### config.mk
export PLATFORM = sky130hd
export DESIGN_NAME = cud_capture_flat
export DESIGN_NICKNAME = d
export VERILOG_FILES = /design/src/rtl/cud_pkg.sv /design/src/rtl/cud_capture_if.sv /design/src/rtl/cud_snap_fifo.sv /design/src/rtl/cud_capture.sv /design/src/flat_wrapper.sv
export SDC_FILE = /design/constraint.sdc
export NUM_CORES = 1
export LEC_CHECK = 0
export CAP_MARGIN = 15
export CELL_PAD_IN_SITES_DETAIL_PLACEMENT = 0
export CELL_PAD_IN_SITES_GLOBAL_PLACEMENT = 1
export CORE_MARGIN = 2
export CORE_UTILIZATION = 34
export CTS_BUF_LIST = sky130_fd_sc_hd__clkbuf_8
export CTS_CLUSTER_DIAMETER = 80
export DETAILED_ROUTE_END_ITERATION = 10
export MAX_ROUTING_LAYER = met4
export PLACE_DENSITY_LB_ADDON = 0.3
export SLEW_MARGIN = 10
export SYNTH_ARGS = -nofsm -noshare
export SYNTH_HDL_FRONTEND = slang
export SYNTH_SLANG_ARGS = --single-unit
### constraint.sdc
create_clock -name clk -period 2.2 [get_ports clk]
set_input_delay 0.33 -clock clk [delete_from_list [all_inputs] [get_ports clk]]
set_output_delay 0.33 -clock clk [all_outputs]
set_load 0.02 [all_outputs]
### src/rtl/cud_pkg.sv
// Shared types and constants for the capture unit: FSM state encoding,
// snapshot FIFO depth and timestamp width.
package cud_pkg;

   typedef enum logic [0:0] {
      IDLE  = 1'b0,
      ARMED = 1'b1
   } cud_state_e;

   localparam int FIFO_DEPTH = 2;
   localparam int TS_WIDTH   = 16;

endpackage

### src/rtl/cud_capture_if.sv
// Snapshot handshake bundle between the capture unit (master) and its
// consumer (slave).
interface cud_capture_if #(
   parameter int DW = 8
);
   logic [DW-1:0] snap_data;
   logic          snap_valid;
   logic          snap_ready;

   modport master (
      output snap_data,
      output snap_valid,
      input  snap_ready
   );

   modport slave (
      input  snap_data,
      input  snap_valid,
      output snap_ready
   );
endinterface

### src/rtl/cud_snap_fifo.sv
// Two-entry shift FIFO holding captured snapshots; slot 0 is always the head,
// so the head data and valid come straight from flops.
module cud_snap_fifo
   import cud_pkg::*;
#(
   parameter int DW = 8
) (
   input  logic          clk,
   input  logic          rst,
   input  logic          push,
   input  logic [DW-1:0] push_data,
   input  logic          ready,
   output logic [DW-1:0] head_data,
   output logic          head_valid,
   output logic          can_push
);

   logic [DW-1:0]         slot_r [FIFO_DEPTH];
   logic [FIFO_DEPTH-1:0] vld_r;
   logic                  pop_s;
   logic                  push_s;

   assign pop_s      = vld_r[0] & ready;
   assign can_push   = ~vld_r[1] | pop_s;
   assign push_s     = push & can_push;
   assign head_data  = slot_r[0];
   assign head_valid = vld_r[0];

   // Slot/valid update; a push into a full FIFO is only possible alongside a pop.
   always_ff @(posedge clk) begin
      if (rst) begin
         vld_r     <= '0;
         slot_r[0] <= '0;
         slot_r[1] <= '0;
      end else begin
         case ({push_s, pop_s})
            2'b10: begin
               if (!vld_r[0]) begin
                  slot_r[0] <= push_data;
                  vld_r[0]  <= 1'b1;
               end else begin
                  slot_r[1] <= push_data;
                  vld_r[1]  <= 1'b1;
               end
            end
            2'b01: begin
               slot_r[0] <= slot_r[1];
               vld_r     <= {1'b0, vld_r[1]};
            end
            2'b11: begin
               if (vld_r[1]) begin
                  slot_r[0] <= slot_r[1];
                  slot_r[1] <= push_data;
               end else begin
                  slot_r[0] <= push_data;
               end
            end
            default: begin
               vld_r <= vld_r;
            end
         endcase
      end
   end

endmodule

### src/rtl/cud_capture.sv
// Up/down counter capture unit: extends the counter with a wrap count and
// snapshots {hi, cnt} into a 2-entry FIFO on trig. Optional macro
// CUD_CAPTURE_TIMESTAMP_EN prepends a free-running 16-bit timestamp.
module cud_capture
   import cud_pkg::*;
#(
   parameter int WIDTH    = 4,
   parameter int HI_WIDTH = 4,
   parameter int ONE_SHOT = 0
) (
   input  logic             clk,
   input  logic             rst,
   input  logic [WIDTH-1:0] cnt_in,
   input  logic             rollover_in,
   input  logic             ud_in,
   input  logic             load_en_in,
   input  logic             arm,
   input  logic             trig,
   input  logic             clr_ovf,
   cud_capture_if.master    snap,
   output logic             armed,
   output logic             ovf
);

`ifdef CUD_CAPTURE_TIMESTAMP_EN
   localparam int SNAP_W = TS_WIDTH + HI_WIDTH + WIDTH;
`else
   localparam int SNAP_W = HI_WIDTH + WIDTH;
`endif

   localparam logic [HI_WIDTH-1:0] HI_ONE = {{(HI_WIDTH-1){1'b0}}, 1'b1};

   logic [HI_WIDTH-1:0] hi_r;
   logic [HI_WIDTH-1:0] hi_adj_s;
   logic [SNAP_W-1:0]   ext_s;
   cud_state_e          state_r;
   cud_state_e          state_s;
   logic                ovf_r;
   logic                armed_s;
   logic                can_push_s;
   logic                accept_s;
   logic                lost_s;

   // Wrap-adjusted high word, so a wrap cycle already captures the new value.
   always_comb begin
      hi_adj_s = hi_r;
      if (rollover_in && ud_in) begin
         hi_adj_s = hi_r + HI_ONE;
      end else if (rollover_in) begin
         hi_adj_s = hi_r - HI_ONE;
      end else begin
         hi_adj_s = hi_r;
      end
   end

   // High-word register; a load clears it even on a coincident wrap.
   always_ff @(posedge clk) begin
      if (rst) begin
         hi_r <= '0;
      end else if (load_en_in) begin
         hi_r <= '0;
      end else begin
         hi_r <= hi_adj_s;
      end
   end

`ifdef CUD_CAPTURE_TIMESTAMP_EN
   localparam logic [TS_WIDTH-1:0] TS_ONE = {{(TS_WIDTH-1){1'b0}}, 1'b1};
   logic [TS_WIDTH-1:0] ts_r;

   // Free-running timestamp sampled into the snapshot on the push cycle.
   always_ff @(posedge clk) begin
      if (rst) begin
         ts_r <= '0;
      end else begin
         ts_r <= ts_r + TS_ONE;
      end
   end

   assign ext_s = {ts_r, hi_adj_s, cnt_in};
`else
   assign ext_s = {hi_adj_s, cnt_in};
`endif

   assign armed_s  = (state_r == ARMED);
   assign accept_s = armed_s & trig & can_push_s;
   assign lost_s   = armed_s & trig & ~can_push_s;

   // FSM state register.
   always_ff @(posedge clk) begin
      if (rst) begin
         state_r <= IDLE;
      end else begin
         state_r <= state_s;
      end
   end

   // FSM next state; arm while ARMED is a no-op, a lost capture never disarms.
   always_comb begin
      state_s = state_r;
      case (state_r)
         IDLE: begin
            if (arm) begin
               state_s = ARMED;
            end else begin
               state_s = IDLE;
            end
         end
         ARMED: begin
            if (accept_s && (ONE_SHOT != 0)) begin
               state_s = IDLE;
            end else begin
               state_s = ARMED;
            end
         end
         default: begin
            state_s = IDLE;
         end
      endcase
   end

   // Sticky overflow flag; a new loss wins over a same-cycle clear.
   always_ff @(posedge clk) begin
      if (rst) begin
         ovf_r <= 1'b0;
      end else if (lost_s) begin
         ovf_r <= 1'b1;
      end else if (clr_ovf) begin
         ovf_r <= 1'b0;
      end else begin
         ovf_r <= ovf_r;
      end
   end

   cud_snap_fifo #(
      .DW (SNAP_W)
   ) u_fifo (
      .clk        (clk),
      .rst        (rst),
      .push       (accept_s),
      .push_data  (ext_s),
      .ready      (snap.snap_ready),
      .head_data  (snap.snap_data),
      .head_valid (snap.snap_valid),
      .can_push   (can_push_s)
   );

   assign armed = armed_s;
   assign ovf   = ovf_r;

endmodule

### src/flat_wrapper.sv
// flat-port wrapper written by rule: the top's interface ports become plain ports
module cud_capture_flat import cud_pkg::*;
#(
   parameter int WIDTH    = 4,
   parameter int HI_WIDTH = 4,
   parameter int ONE_SHOT = 0
)
  (clk, rst, cnt_in, rollover_in, ud_in, load_en_in, arm, trig, clr_ovf, armed, ovf, snap_snap_data, snap_snap_valid, snap_snap_ready);
  cud_capture_if #(.DW(8)) snap_i ();
  input  logic clk;
  input  logic rst;
  input  logic [WIDTH-1:0] cnt_in;
  input  logic rollover_in;
  input  logic ud_in;
  input  logic load_en_in;
  input  logic arm;
  input  logic trig;
  input  logic clr_ovf;
  output logic armed;
  output logic ovf;
  output wire logic [$bits(snap_i.snap_data)-1:0] snap_snap_data;
  output wire logic [$bits(snap_i.snap_valid)-1:0] snap_snap_valid;
  input wire logic [$bits(snap_i.snap_ready)-1:0] snap_snap_ready;
  assign snap_snap_data = snap_i.snap_data;
  assign snap_snap_valid = snap_i.snap_valid;
  assign snap_i.snap_ready = snap_snap_ready;
  cud_capture #(.WIDTH(WIDTH), .HI_WIDTH(HI_WIDTH), .ONE_SHOT(ONE_SHOT)) u_core (.clk(clk), .rst(rst), .cnt_in(cnt_in), .rollover_in(rollover_in), .ud_in(ud_in), .load_en_in(load_en_in), .arm(arm), .trig(trig), .clr_ovf(clr_ovf), .snap(snap_i), .armed(armed), .ovf(ovf));
endmodule
After elaboration in Yosys (flattened, before gate mapping)
Memories as Yosys holds them, arrays and structs flattened.
Index checks and enable logic that the tools add are counted.

storage, ports and cells
  bits in registers = 8
  latch bits = 0
  bits in writable memories = 16
  ROM bits = 0
  input bits = 13
  output and inout port bits = 11
  word-level logic and storage cells = 67
  memories = 1

memories
  name                  words  width  rd ports  clocked after memory_dff  write ports  line                 RTL
  u_core.u_fifo.slot_r  2      8      2         0                         2            cud_snap_fifo.sv:18  logic [DW-1:0] slot_r [FIFO_DEPTH];

cells by class
  $add $sub $neg = 2
  $mul = 0
  div/mod/pow operators = 0
  order comparisons = 0
  equal/unequal tests = 4
  shifts and indexed selects = 0
  muxes and demuxes = 35
  bitwise gates (word level) = 15
  reductions and logical operators = 5

operator list
  cell                                              number
  2-to-1 mux 8 bit                                  6
  2-to-1 mux 1 bit                                  25
  2-to-1 mux 4 bit                                  2
  bitwise OR 1 bit                                  7
  AND 1 bit                                         5
  adder 4 x 1 -> 4 bit, second input constant       1
  == test 2 bit, second input constant              2
  case mux 2 bit (2 select lines)                   1
  nonzero test 2 bit                                2
  subtractor 4 x 1 -> 4 bit, second input constant  1
  NOT 1 bit                                         3
  == test 2 x 1 -> 1 bit, second input constant     1
  inequality test 2 bit, second input constant      1
  case mux 1 bit (2 select lines)                   1
  AND reduction 2 bit                               1
  OR reduction 2 bit                                1
  logical AND 1 bit                                 1

Depth between registers and ports, before layout
  depth after elaboration = 12
  mapped depth = 9
  mapped depth without buffers = 9

By module
Synthesis repeated with hierarchy kept, for this count alone.

second synthesis, totals
  cell total of the unflattened synthesis = 95
  area, all modules = 1148.6 um2

modules (own cells, without submodules)
  module         instances  cells an instance  area an instance (um2)  seq. area each (um2)
  cud_snap_fifo  1          60                 833.3                   520.5
  cud_capture    1          35                 315.3                   120.1

Worst setup path before layout
Ideal clock, no wire load.

  path type = register to register
  start = register u_core.u_fifo.vld_r[0]
  end = memory u_core.u_fifo.slot_r[0][0], enable pin
  setup time = 0.306 ns
  arrival time = 1.826 ns
  required time = 1.894 ns
  path slack = 0.069 ns
  stages on the path, launching flop included = 7
  path buffers = 0
  period minus slack after synthesis = 2.131 ns
  cell sequence = dfxtp_1 -> nand2_1 -> nand2_1 -> and3_1 -> inv_1 -> ha_1 -> or4_1

RTL lines
  element                   line                 RTL
  start: declaration        cud_snap_fifo.sv:19  logic [FIFO_DEPTH-1:0] vld_r;
  start signal: assignment  cud_snap_fifo.sv:48  vld_r <= {1'b0, vld_r[1]};
  start signal: assignment  cud_snap_fifo.sv:59  vld_r <= vld_r;
  end: declaration          cud_snap_fifo.sv:18

==> impl_metrics.yaml <==
status:
  outcome: "complete, no violations"
cells_and_area:
  multi_input_area_sq_um: 439.2
  seqCellArea_sq_um: 640.6
  drive_above_1_share: 0.1145
  fin_nets: 150
  antenna_cells: 0
  syn_to_final_growth_pct: 35.91
  num-fill-cells: 298
  fin_cells: 175
placed_design:
  dpl.cell_count: 171
  hpwl_um: 1576
  port-buffer-count: 23
  finalWeightedCongestion: 0.7132
yosys:
  avgSynthCellArea_sq_um: 11.47
  synth_top_cell_area_share: 0.4364
  synth_area_leader_cell: "edfxtp_1"
  synth_nets: 114
  ys_seq_area_frac: 0.5818
  yosysWarnings: 0
  synth_edf_count: 16
  yosysMostFrequentCell: "edfxtp_1"
  netlist-cell-type-count: 30
  synth_area_sq_um: 1101
  ys_top_cells_by_area: "edfxtp_1, dfxtp_1, ha_1, nor2_1, a22o_1"
  synth_ff_type: "edfxtp_1"
  synthArstFlopShare: 0
  synth_cells: 96
  synth_top_cells_by_count: "edfxtp_1, nor2_1, dfxtp_1, nand2_1"
  ys_ff_latch: 24
cts:
  clkSlewWorstSetupHoldPaths_ps: 70
  cts_buffers: 3
  cts_setup_buffers: 0
  ctsResizeCount: 0
  cts-htree-levels: 1
  clk_latency_ps: 260
  cts_tree: "done"
  holdBufCountCts: 0
  clock-sinks: 24
  cts_buffer_depth: 2
  root_buffer: "clkbuf_8"
floorplanning:
  core.rowCount: 20
  die_h_um: 60.91
  die_area_sq_um: 3709
  die_x_um: 60.91
  ios: 24
  core_area_sq_um: 3078
  start_util: 0.3577
sta:
  finalSetupViolations: 0
  relSlewSlack: 0.7855
  rsz0062_at_grt: "no"
  drv_slew: 0
  timing.fmax_ghz: 0.4810
  final_hold_viol_count: 0
  tightest_slew_ps: 312.9
  skew_ps: 9.742
  final.setup.tns_ps: 0
  period_needed_ps: 2079
  finalCritPeriodShare: 0.9449
detailed_routing:
  drt_iter0_drc: 13
  wire_per_inst_um: 11.59
  routed_via_density: 4.697
  drt-total-wl_um: 2029
  ant_nets: 0
  first_pass_iters: 4
  vias: 822
  drc_errors: 0
setup_path:
  endpoint_kind: "flip-flop"
  critPathMostFrequentCell: "nand2_1"
  cpMaxStageDelayCell: "or4_1"
  arrival_ps: 2100
  setup.worst_path.start_class: "primary input"
  path_cells: "clkdlybuf4s50_1 > nand2_1 > nand2_1 > and3_1 > inv_1 > ha_1 > or4_1 > buf_4"
  cp_data_required_time_ps: 2220
  max_stage_delay_ps: 540
  cp_max_fo: 8
  crit_type: "in -> reg"
power_and_ir_drop:
  leakage_nw: 0.5701
  peakVddDrop_mv: 0.2633
  p_per_area_nw_per_um2: 657.5
global_route:
  grt_remaining_overflow: 0
  antenna_found_initial: 0
  track_usage: 0.1277
  grt_first_pass_wirelength_um: 3346
  grt_pass1_vias: 767
  grt_max_degree: 14
hold_path:
  hold_path.class: "reg -> reg"
run:
  max-cap-violations: 0
-- cell type report --
| cell class | instances | share of cell area |
|---|---|---|
| clock inverters | 1 | 0.002508 |
| multi-input cells | 66 | 0.2935 |
| inverters | 5 | 0.01254 |
| well taps | 44 | 0.03679 |
| flip-flops and latches | 24 | 0.4281 |
| clock buffers | 3 | 0.02759 |
| repair buffers | 32 | 0.1990 |
-- path summary, 6_finish.rpt --
path / depth (start not counted) / start / slack (ps) / end
setup / recovery: 8 / snap_snap_ready / 120 / u_core.u_fifo.slot_r[0][6]
hold / removal: 2 / u_core.ovf / 480 / u_core.ovf
setup reg to reg: 7 / u_core.u_fifo.vld_r[0] / 190 / u_core.u_fifo.slot_r[0][6]
hold reg to reg: 2 / u_core.ovf / 480 / u_core.ovf
-- sequential cells by signal (all words and copies together), names as in the netlist --
signal                count
u_core.u_fifo.vld_r       2
u_core.armed              1
u_core.ovf                1
u_core.u_fifo.slot_r     16
u_core.hi_r               4
-- layout by cell type, fill, tap and decap left out, drive strengths merged --
cell type	instances
and3	1
o21ai	5
nand2	8
clkinv	1
a22o	5
mux2i	1
clkdlybuf4s50	23
clkbuf	3
buf	9
a21o	1
a221oi	1
or4	1
a22oi	1
a211oi	1
nand4	1
mux2	1
and4	1
nor4	1
ha	5
nor2b	2
xor2	2
nor2	12
nand2b	2
and2	4
a21oi	3
dfxtp	8
edfxtp	16
inv	5
nor3	4
a221o	1
xnor2	2
-- through the flow --
stage | power [W] | util | hold WS [ps] | instance area (sq um) | setup WS (ps)
6_report | 0.0009840 | 0.4862 | 484.3 | 1496 | 121.1
4_1_cts | 0.0009904 | 0.4854 | 483.9 | 1494 | 109.3
5_1_grt | 0.001035 | 0.4862 | 504.0 | 1496 | 35.57
2_1_floorplan | 0.0006401 | - | 406.8 | 1101 | 68.55
3_5_place_dp | 0.0007382 | 0.4707 | 469.7 | 1449 | -166.8
3_3_place_gp | 0.0007339 | 0.4707 | 467.7 | 1449 | -106.2
-- report_power, final --
part	internal (W)	switching [W]	leakage, nW	total, W
clock network	0.000125	0.000132	0.0231	0.000256
registers	0.000518	0.0000186	0.233	0.000537
logic	0.0000961	0.0000945	0.314	0.000191
-- metal layers --
metal	track usage	share of wire	vias to the layer above
li1	-	-	421
met1	0.1611	0.48	382
met2	0.2028	0.48	17
met3	0.02559	0.035	2
met4	0.04658	0.0069	0
met5	-	0	-
-- critical path, delay by kind of cell --
| family | cells | cell delay (ps) |
|---|---|---|
| and+or+nand+nor | 4 | 870 |
| adders and majority gates | 1 | 200 |
| buffers and inverters | 3 | 690 |
-- logic make-up after synthesis --
group                      Yosys count  synth area share
buffers and inverters                6           0.02159
DFF                                 24            0.5818
and+or+nand+nor                     37            0.1648
muxes                                2           0.01932
adders and majority gates            5           0.05682
AOI/OAI and AO/OA                   18            0.1239
xor gates and xnor gates             4           0.03182
(Power assumes the default switching activity.)
